### src/rtl/multicycle_ctrl.sv
// Multicycle controller for the ARM-subset shared datapath: the FSM, the condition check and the
// NZCV flags. Optional memory-wait handshake when MULTICYCLE_CTRL_MEM_WAIT_EN is defined.
module multicycle_ctrl #(
  parameter int unsigned ALUCTL_W = 2,
  parameter int unsigned STATE_W  = 4
) (
  input  logic                CLK,
  input  logic                RST,
  input  logic [3:0]          Cond,
  input  logic [1:0]          Op,
  input  logic [5:0]          Funct,
  input  logic [3:0]          Rd,
  input  logic [3:0]          ALUFlags,
`ifdef MULTICYCLE_CTRL_MEM_WAIT_EN
  input  logic                MemReady,
`endif
  output logic                PCWrite,
  output logic                AdrSrc,
  output logic                MemWrite,
  output logic                IRWrite,
  output logic                RegWrite,
  output logic                ALUSrcA,
  output logic [1:0]          ALUSrcB,
  output logic [1:0]          ResultSrc,
  output logic [1:0]          ImmSrc,
  output logic [1:0]          RegSrc,
  output logic [ALUCTL_W-1:0] ALUControl,
  output logic [STATE_W-1:0]  State
);

  typedef enum logic [STATE_W-1:0] {
    StFetch, StDecode, StMemAdr, StMemRd, StMemWb, StMemWr, StExecR, StExecI, StAluWb, StBranch
  } state_e;

  localparam logic [1:0] AluAdd = 2'b00;
  localparam logic [1:0] AluSub = 2'b01;
  localparam logic [1:0] AluAnd = 2'b10;
  localparam logic [1:0] AluOrr = 2'b11;

  state_e     state_q, state_d;
  logic [3:0] flags_q, flags_d;
  logic       cond_ex, mem_ready, is_cmp, rd_pc;
  logic       pc_write, mem_write, ir_write, reg_write;
  logic [1:0] alu_ctl, dp_alu;

`ifdef MULTICYCLE_CTRL_MEM_WAIT_EN
  assign mem_ready = MemReady;
`else
  assign mem_ready = 1'b1;
`endif

  assign is_cmp = (Funct[4:1] == 4'b1010);
  assign rd_pc  = (Rd == 4'd15);

  // flags_q is {N, Z, C, V}
  always_comb begin
    cond_ex = 1'b0;
    unique case (Cond)
      4'b0000: cond_ex = flags_q[2];
      4'b0001: cond_ex = ~flags_q[2];
      4'b0010: cond_ex = flags_q[1];
      4'b0011: cond_ex = ~flags_q[1];
      4'b0100: cond_ex = flags_q[3];
      4'b0101: cond_ex = ~flags_q[3];
      4'b0110: cond_ex = flags_q[0];
      4'b0111: cond_ex = ~flags_q[0];
      4'b1000: cond_ex = flags_q[1] & ~flags_q[2];
      4'b1001: cond_ex = ~flags_q[1] | flags_q[2];
      4'b1010: cond_ex = (flags_q[3] == flags_q[0]);
      4'b1011: cond_ex = (flags_q[3] != flags_q[0]);
      4'b1100: cond_ex = ~flags_q[2] & (flags_q[3] == flags_q[0]);
      4'b1101: cond_ex = flags_q[2] | (flags_q[3] != flags_q[0]);
      4'b1110: cond_ex = 1'b1;
      default: cond_ex = 1'b0;
    endcase
  end

  always_comb begin
    unique case (Funct[4:1])
      4'b0010, 4'b1010: dp_alu = AluSub;
      4'b0000:          dp_alu = AluAnd;
      4'b1100:          dp_alu = AluOrr;
      default:          dp_alu = AluAdd;
    endcase
  end

  always_comb begin
    state_d   = state_q;
    flags_d   = flags_q;
    pc_write  = 1'b0;
    mem_write = 1'b0;
    ir_write  = 1'b0;
    reg_write = 1'b0;
    AdrSrc    = 1'b0;
    ALUSrcA   = 1'b0;
    ALUSrcB   = 2'b00;
    ResultSrc = 2'b00;
    RegSrc    = 2'b00;
    alu_ctl   = AluAdd;
    unique case (state_q)
      StFetch: begin
        ir_write  = mem_ready;
        pc_write  = mem_ready;
        ALUSrcA   = 1'b1;
        ALUSrcB   = 2'b10;
        ResultSrc = 2'b10;
        if (mem_ready) state_d = StDecode;
      end
      StDecode: begin
        ALUSrcA = 1'b1;
        ALUSrcB = 2'b10;
        RegSrc  = {Op == 2'b01, Op == 2'b10};
        if (!cond_ex) begin
          state_d = StFetch;
        end else begin
          unique case (Op)
            2'b01:   state_d = StMemAdr;
            2'b10:   state_d = StBranch;
            2'b00:   state_d = Funct[5] ? StExecI : StExecR;
            default: state_d = StFetch;
          endcase
        end
      end
      StMemAdr: begin
        ALUSrcB = 2'b01;
        alu_ctl = Funct[3] ? AluAdd : AluSub;
        state_d = Funct[0] ? StMemRd : StMemWr;
      end
      StMemRd: begin
        AdrSrc = 1'b1;
        if (mem_ready) state_d = StMemWb;
      end
      StMemWb: begin
        ResultSrc = 2'b01;
        pc_write  = rd_pc;
        reg_write = ~rd_pc;
        state_d   = StFetch;
      end
      StMemWr: begin
        AdrSrc    = 1'b1;
        mem_write = mem_ready;
        RegSrc    = 2'b10;
        if (mem_ready) state_d = StFetch;
      end
      StExecR, StExecI: begin
        ALUSrcB = (state_q == StExecI) ? 2'b01 : 2'b00;
        alu_ctl = dp_alu;
        if (Funct[0] || is_cmp) flags_d = ALUFlags;
        state_d = StAluWb;
      end
      StAluWb: begin
        pc_write  = ~is_cmp & rd_pc;
        reg_write = ~is_cmp & ~rd_pc;
        state_d   = StFetch;
      end
      StBranch: begin
        ALUSrcB   = 2'b01;
        RegSrc    = 2'b01;
        ResultSrc = 2'b10;
        pc_write  = 1'b1;
        state_d   = StFetch;
      end
      default: state_d = StFetch;
    endcase
  end

  always_ff @(posedge CLK or posedge RST) begin
    if (RST) begin
      state_q <= StFetch;
      flags_q <= 4'b0000;
    end else begin
      state_q <= state_d;
      flags_q <= flags_d;
    end
  end

  // Strobes are gated directly by RST so an abort takes effect in the same cycle.
  assign PCWrite    = pc_write & ~RST;
  assign IRWrite    = ir_write & ~RST;
  assign RegWrite   = reg_write & ~RST;
  assign MemWrite   = mem_write & ~RST;
  assign ImmSrc     = Op;
  assign ALUControl = ALUCTL_W'(alu_ctl);
  assign State      = state_q;

endmodule

### config.mk
export PLATFORM = sky130hd
export DESIGN_NAME = multicycle_ctrl
export DESIGN_NICKNAME = d
export VERILOG_FILES = /design/src/rtl/multicycle_ctrl.sv
export SDC_FILE = /design/constraint.sdc
export NUM_CORES = 1
export LEC_CHECK = 0
export ABC_AREA = 1
export BUFFER_PORTS_ARGS = -buffer_cell sky130_fd_sc_hd__buf_2
export CORE_MARGIN = 1.5
export CORE_UTILIZATION = 39
export DETAILED_ROUTE_END_ITERATION = 12
export PLACE_DENSITY = 0.71
export SYNTH_ARGS = -nofsm -noshare
export SYNTH_HDL_FRONTEND = slang
export SYNTH_SLANG_ARGS = --single-unit
### constraint.sdc
create_clock -name CLK -period 1.38 [get_ports CLK]
set_input_delay 0.276 -clock CLK [delete_from_list [all_inputs] [get_ports CLK]]
set_output_delay 0.276 -clock CLK [all_outputs]
set_load 0.1 [all_outputs]
==> results of run 1 <==
[per-stage QoR]
stage / TNS, ps / setup WS (ps) / cells / utilization [%]
3_5_place_dp: -4238 / -406.6 / 233 / 85.12
3_3_place_gp: -3282 / -337.1 / 233 / 85.12
4_1_cts: -7213 / -558.7 / 240 / 91.62
2_1_floorplan: -8083 / -802.9 / 144 / -
[cells in the mapped netlist, drive strengths merged]
cell type | count | area, um2
a211oi | 1 | 7.510
a21oi | 7 | 38.79
buf | 3 | 20.01
dfrtp | 8 | 200.2
inv | 26 | 97.59
nand2 | 46 | 175.2
nand3 | 15 | 80.08
nand3b | 1 | 7.510
nor2 | 28 | 110.1
nor3 | 1 | 5.000
o21ai | 7 | 38.78
o311ai | 1 | 8.760
[what timing repair did]
action	CTS
resized for setup	23
pin swaps	6
setup buffers	3
setup endpoints to repair	21
[cells by family after synthesis]
group	count (synthesis)	synth area share, %
AOI/OAI and AO/OA	16	11.89
buffers and inverters	29	14.90
and+or+nand+nor	91	47.86
DFF	8	25.36
==> results.json, run 1 <==
{
  "die_w_um": 48.00,
  "placed_area_um2": 1653,
  "outcome": "stopped before the end",
  "gp_congestion": 0.8904,
  "hpwl_um": 2408,
  "syn_inst": 144,
  "worst_path_end_type": "primary output",
  "ios": 42,
  "cts_num_sinks": 8,
  "cts_buffer_depth": 2,
  "haltStage": "5_1_grt",
  "yosysUniqueCellTypes": 20,
  "netlist_area_um2": 789.5,
  "root_buffer": "clkbuf_4",
  "cts_max_level": 1,
  "synth_warnings": 0,
  "syn_nets": 166,
  "cts_made_buffers": 3,
  "ys_ff_latch": 8,
  "seq_area_frac_synth_pct": 25.36,
  "syn_area_per_cell_um2": 5.483,
  "fp.dieH_um": 48.00,
  "port_buffers": 41,
  "rows": 16,
  "initial_core_util_pct": 40.66,
  "error": "[ERROR DPL-0038] Utilization greater than 100%, impossible to legalize",
  "postGrtWorstEndpoint": "ALUControl[0]",
  "grt_start_max_net_pins": 9,
  "ctsHoldBuffers": 0
}
==> run 2: changes to the inputs <==
--- a/config.mk
+++ b/config.mk
@@ -7,10 +7,10 @@
 export LEC_CHECK = 0
 export ABC_AREA = 1
 export BUFFER_PORTS_ARGS = -buffer_cell sky130_fd_sc_hd__buf_2
-export CORE_MARGIN = 1.5
-export CORE_UTILIZATION = 39
+export CORE_AREA = 2 2 63 65
 export DETAILED_ROUTE_END_ITERATION = 12
-export PLACE_DENSITY = 0.71
+export DIE_AREA = 0 0 65 67
+export PLACE_DENSITY_LB_ADDON = 0.15
 export SYNTH_ARGS = -nofsm -noshare
 export SYNTH_HDL_FRONTEND = slang
 export SYNTH_SLANG_ARGS = --single-unit
==> run 2 against run 1 <==
- the flow now finishes, with violations (setup timing)
- synthesized cell count stayed put
- synthesized area stayed put
==> results.json, run 2 <==
{
  "initial_core_util_pct": 21.89,
  "antenna_found_initial": 0,
  "relSlewSlack_pct": 76.79,
  "synth_ff_type": "dfrtp_1",
  "worst_pin_slew_ps": 348.1,
  "drive_above_1_share_pct": 60.37,
  "grtUsageTotal_pct": 14.09,
  "final_cell_area_um2": 1944,
  "min_path_type": "in2async",
  "critPathBufInv": 4,
  "yosysMostFrequentCell": "nand2_1",
  "vdd_drop_max_mv": 1.714,
  "r2r-start": "State[3]$_DFF_PP0_",
  "root_buffer": "clkbuf_8",
  "skew_ps": 5.958,
  "synth.top_cells.by_count": "45 x nand2_1, 26 x nor2_1, 25 x inv_1",
  "grt_overflow_total": 0,
  "synth.top_cell.area_share_pct": 25.36,
  "first_pass_iters": 4,
  "gp_congestion": 0.7892,
  "drt_wl_total_um": 2935,
  "ios": 42,
  "reg2reg_depth": 8,
  "synth_area_leaders": "dfrtp_1 25%, nand2_1 21%, nor2_1 12%, inv_1 12%, nand3_1 8.9%",
  "cts_num_sinks": 8,
  "cts_max_level": 1,
  "maxSlewViolCount": 0,
  "synth_warnings": 0,
  "p_per_area_nw_per_um2": 2634,
  "ys_ff_latch": 8,
  "syn_inst": 144,
  "layout_common_cells": "32 x nand2_1, 21 x buf_2, 21 x buf_4, 21 x buf_12, 15 x inv_1",
  "finalNonFillerCells": 265,
  "drc_errors": 0,
  "num-nets-final": 241,
  "maxCapViolCount": 0,
  "rows": 22,
  "first_iter_violations": 48,
  "cp.arrival_ps": 1610,
  "cts_tree": "done",
  "die_w_um": 65,
  "wl_per_cell_um": 11.08,
  "fmax_mhz": 529.4,
  "syn_nets": 166,
  "synthArstFlopShare_pct": 100.0,
  "grt_pass1_vias": 1148,
  "diodes": 0,
  "cts_buffer_depth": 2,
  "worst_r2r_endpoint": "flags_q[0]$_DFFE_PP0P_",
  "netlist_area_um2": 789.5,
  "setup_viol": 20,
  "seq_area_frac_synth_pct": 25.36,
  "fin_crit_ps": 1889,
  "setup_slack_ps": -509.0,
  "fp.dieH_um": 67,
  "path_max_fanout": 3,
  "placed_area_um2": 1687,
  "place_inst": 255,
  "path_delay_family": "flip-flops",
  "avgViaCountPerCell": 4.321,
  "vias": 1145,
  "grt_pass1_wl_um": 4795,
  "holdWs_ps": 143.4,
  "final_common_cell": "nand2_1",
  "failed_checks": "setup timing",
  "cpMaxStageDelayCell": "dfrtp_4",
  "critPathMaxStageDelay_ps": 440,
  "pre_cts_slack_ps": -361.4,
  "crit_required_ps": 1100,
  "final_util_pct": 53.92,
  "design.core.area_um2": 3606,
  "grt_start_max_net_pins": 9,
  "critPathKind": "reg2out",
  "hold_viol": 0,
  "ant_nets": 0,
  "outcome": "finished, violations left",
  "clock_latency_ps": 230,
  "hpwl_um": 2376,
  "syn_area_per_cell_um2": 5.483,
  "worstSetupStartpointType": "register",
  "worst-r2r-setup-slack_ps": -20,
  "worstPathCellList": "buf_6, inv_4, nor2_4, nand2_4, nor2_4, inv_2, o21ai_4, buf_12",
  "synth_edf_count": 0,
  "die-area_um2": 4355,
  "yosysUniqueCellTypes": 20,
  "rsz0062_at_grt": "yes",
  "min_period_over_period_pct": 136.9,
  "cpMostUsedCell": "nor2_4",
  "area_growth_pct": 146.3,
  "worst_setup_path_end_kind": "output pin",
  "port_buffers": 41,
  "power_leakage_nw": 0.9375,
  "clk_pin_slew_ps": 40,
  "synth_top_area_cell": "dfrtp_1",
  "cts_made_buffers": 3
}
## run 2: cells by family (layout without fill, tap and decap cells)
logic type	Yosys count	after routing	share of synthesized area [%]
simple gates	91	91	47.86
buf+inv	29	102	14.90
flops	8	8	25.36
compound gates	16	16	11.89
## run 2: final cells by class
type	instances	area, um2
fill	344	1662
timing repair buffer	73	795.8
multi-input combinational	107	720.7
sequential	8	215.2
inverter	26	111.4
tap	48	60.06
clock buffer	3	41.29
## run 2: worst max path at each step
| stage | from | end | cells after the start |
|---|---|---|---|
| floorplan | State[3]$_DFF_PP0_ | ALUControl[1] | 5 |
| global placement | State[3]$_DFF_PP0_ | RegSrc[0] | 7 |
| CTS | State[3]$_DFF_PP0_ | ALUControl[1] | 7 |
| global route | State[0]$_DFF_PP0_ | RegSrc[1] | 8 |
| detailed placement | State[3]$_DFF_PP0_ | RegSrc[1] | 7 |
| finish | State[0]$_DFF_PP0_ | RegSrc[1] | 8 |
## run 2: stage by stage
step | setup TNS [ps] | power (mW)
after floorplan | -8083 | 2.797
after global placement | -4058 | 4.317
after detailed placement | -3898 | 4.323
after CTS | -5847 | 4.788
after global routing | -7318 | 5.368
final | -5704 | 5.122
## run 2: repair_timing
item | 4_1_cts | 5_1_grt
pin swaps | 8 | 13
setup endpoints to repair | 21 | 24
gates cloned | 0 | 0
gates resized for setup | 18 | 29
hold endpoints to repair | 0 | 0
hold buffers | 0 | 0
buffers inserted | 4 | 4
## run 2: tightest hold or removal path, delay by kind of cell
kind / cells / cell delay (ps)
buffers and inverters: 3 / 440
## run 2: metal layers
metal,wire length (um),vias to the layer above,global-route usage [%]
li1,-,588,-
met3,115,6,2.196
met4,74,0,6.117
met2,1617,29,26.16
met5,0,-,0
met1,1128,522,15.82
## run 2: report_power, final
part	internal [mW]	leakage, nW	switching (mW)
Sequential	0.349	0.0837	0.103
Combinational	1.70	0.832	2.70
Clock	0.189	0.0216	0.0881
(Power assumes the default switching activity.)
==> run 3: changes to the inputs <==
--- a/config.mk
+++ b/config.mk
@@ -11,6 +11,7 @@
 export DETAILED_ROUTE_END_ITERATION = 12
 export DIE_AREA = 0 0 65 67
 export PLACE_DENSITY_LB_ADDON = 0.15
+export REMOVE_ABC_BUFFERS = 1
 export SYNTH_ARGS = -nofsm -noshare
 export SYNTH_HDL_FRONTEND = slang
 export SYNTH_SLANG_ARGS = --single-unit
==> constraint.sdc (replaced) <==
create_clock -name CLK -period 1.6 [get_ports CLK]
set_input_delay 0.32 -clock CLK [delete_from_list [all_inputs] [get_ports CLK]]
set_output_delay 0.32 -clock CLK [all_outputs]
set_load 0.1 [all_outputs]
==> run 3 against run 2 <==
- the flow still finishes with violations (setup timing)
- non-clock buffer count is 1 higher
- total power is 22% lower
- cell area fell by 13%
- first-iteration DRC count decreased by 67%
- global-route usage decreased by 0.56 points
- sequential cell count unchanged
- critical path depth down 1
- sequential power decreased by 18%
- critical endpoint is now ALUSrcB[0]
==> results.json, run 3 (synthesis results as in run 2) <==
{
  "outcome": "finished, violations left",
  "failed_checks": "setup timing",
  "critPathKind": "reg2out",
  "initial_core_util_pct": 21.89,
  "pre_cts_slack_ps": -156.8,
  "grt_start_max_net_pins": 9,
  "avgViaCountPerCell": 4.154,
  "path_max_fanout": 4,
  "ant_nets": 0,
  "fp.dieH_um": 67,
  "setup_viol": 14,
  "skew_ps": 3.617,
  "vias": 1105,
  "layout_common_cells": "39 x nand2_1, 33 x buf_4, 25 x buf_2, 17 x inv_1, 15 x nor2_1",
  "rsz0062_at_grt": "yes",
  "relSlewSlack_pct": 67.70,
  "setup_slack_ps": -263.5,
  "die-area_um2": 4355,
  "regArea_um2": 203.9,
  "p_per_area_nw_per_um2": 2355,
  "cpMostUsedCell": "nor2_4",
  "finalNonFillerCells": 266,
  "antenna_found_initial": 0,
  "grtUsageTotal_pct": 13.53,
  "clock_latency_ps": 230,
  "fin_crit_ps": 1863,
  "crit_required_ps": 1280,
  "worst_setup_path_end_kind": "output pin",
  "finalSetupTns_ps": -2385,
  "cts_tree": "done",
  "ios": 42,
  "diodes": 0,
  "placed_area_um2": 1425,
  "area_growth_pct": 114.6,
  "port_buffers": 41,
  "vdd_drop_max_mv": 1.786,
  "rows": 22,
  "clk_pin_slew_ps": 40,
  "wl_per_cell_um": 10.23,
  "gp_congestion": 0.8351,
  "worstPathCellList": "nor2_4, inv_2, nor2_4, nand2_2, o311ai_2, buf_4, buf_12",
  "min_path_type": "in2async",
  "critPathMaxStageDelay_ps": 440,
  "worstSetupStartpointType": "register",
  "fmax_mhz": 536.6,
  "maxSlewViolCount": 0,
  "grt_overflow_total": 0,
  "place_inst": 254,
  "cts_max_level": 1,
  "hpwl_um": 2176,
  "cp.arrival_ps": 1540,
  "num-nets-final": 242,
  "cts_num_sinks": 8,
  "final_cell_area_um2": 1694,
  "cts_buffer_depth": 2,
  "design.core.area_um2": 3606,
  "first_pass_iters": 3,
  "worst_pin_slew_ps": 487.8,
  "cts_made_buffers": 3,
  "drive_above_1_share_pct": 55.05,
  "multiInputGateArea_um2": 613.1,
  "min_period_over_period_pct": 116.5,
  "final_common_cell": "nand2_1",
  "first_iter_violations": 16,
  "fill_cells": 374,
  "die_w_um": 65,
  "maxCapViolCount": 0,
  "cpMaxStageDelayCell": "dfrtp_2",
  "root_buffer": "clkbuf_8",
  "hold_viol": 0,
  "drc_errors": 0,
  "power_leakage_nw": 0.8899,
  "final_util_pct": 46.98,
  "grt_pass1_wl_um": 4574,
  "worst-r2r-setup-slack_ps": 210,
  "drt_wl_total_um": 2722,
  "grt_pass1_vias": 1107
}
[run 3: area by class of cell]
class	count	area share, %
repair buffers	74	39.88
multi-input cells	107	36.19
flip-flops and latches	8	12.04
inverters	26	5.908
well taps	48	3.545
clock buffers	3	2.437
[run 3: critical path: cells and delay by family, from the launching register on]
kind / cells / cell delay, ps
compound gates: 1 / 80
flops: 1 / 440
simple gates: 3 / 380
buf+inv: 3 / 400
[run 3: what timing repair did]
action                     in CTS  in global routing
buffers inserted                6                  3
hold buffers                    0                  0
gates resized for setup        38                 18
pin swaps                      10                  8
setup endpoints to repair      14                 14
[run 3: final timing paths]
kind | startpoint | endpoint | depth (start not counted)
setup reg to reg | State[0]$_DFF_PP0_ | State[2]$_DFF_PP0_ | 10
hold / removal | RST | State[3]$_DFF_PP0_ | 3
max in group asynchronous | RST | State[2]$_DFF_PP0_ | 3
setup / recovery | State[3]$_DFF_PP0_ | ALUSrcB[0] | 7
min in group CLK | ALUFlags[1] | flags_q[1]$_DFFE_PP0P_ | 3
hold reg to reg | flags_q[1]$_DFFE_PP0P_ | flags_q[1]$_DFFE_PP0P_ | 2
[run 3: routing by layer]
layer	track usage, %	vias to the layer above	part of all wire, %
met2	24.10	20	52
li1	-	594	-
met4	5.585	0	1.7
met1	16.14	487	43
met5	0	-	0
met3	2.027	4	3.0
[run 3: through the flow]
step,hold slack [ps],power [mW]
after global placement,371.6,3.242
final,159.8,3.989
after detailed placement,369.0,3.247
after floorplan,143.9,2.082
after CTS,142.2,3.833
after global routing,179.4,4.197
[run 3: report_power, final]
part / switching, mW / internal, mW / leakage (nW) / total (mW)
Clock: 0.0835 / 0.163 / 0.0216 / 0.247
Sequential: 0.0908 / 0.281 / 0.0854 / 0.372
Combinational: 2.15 / 1.22 / 0.783 / 3.37
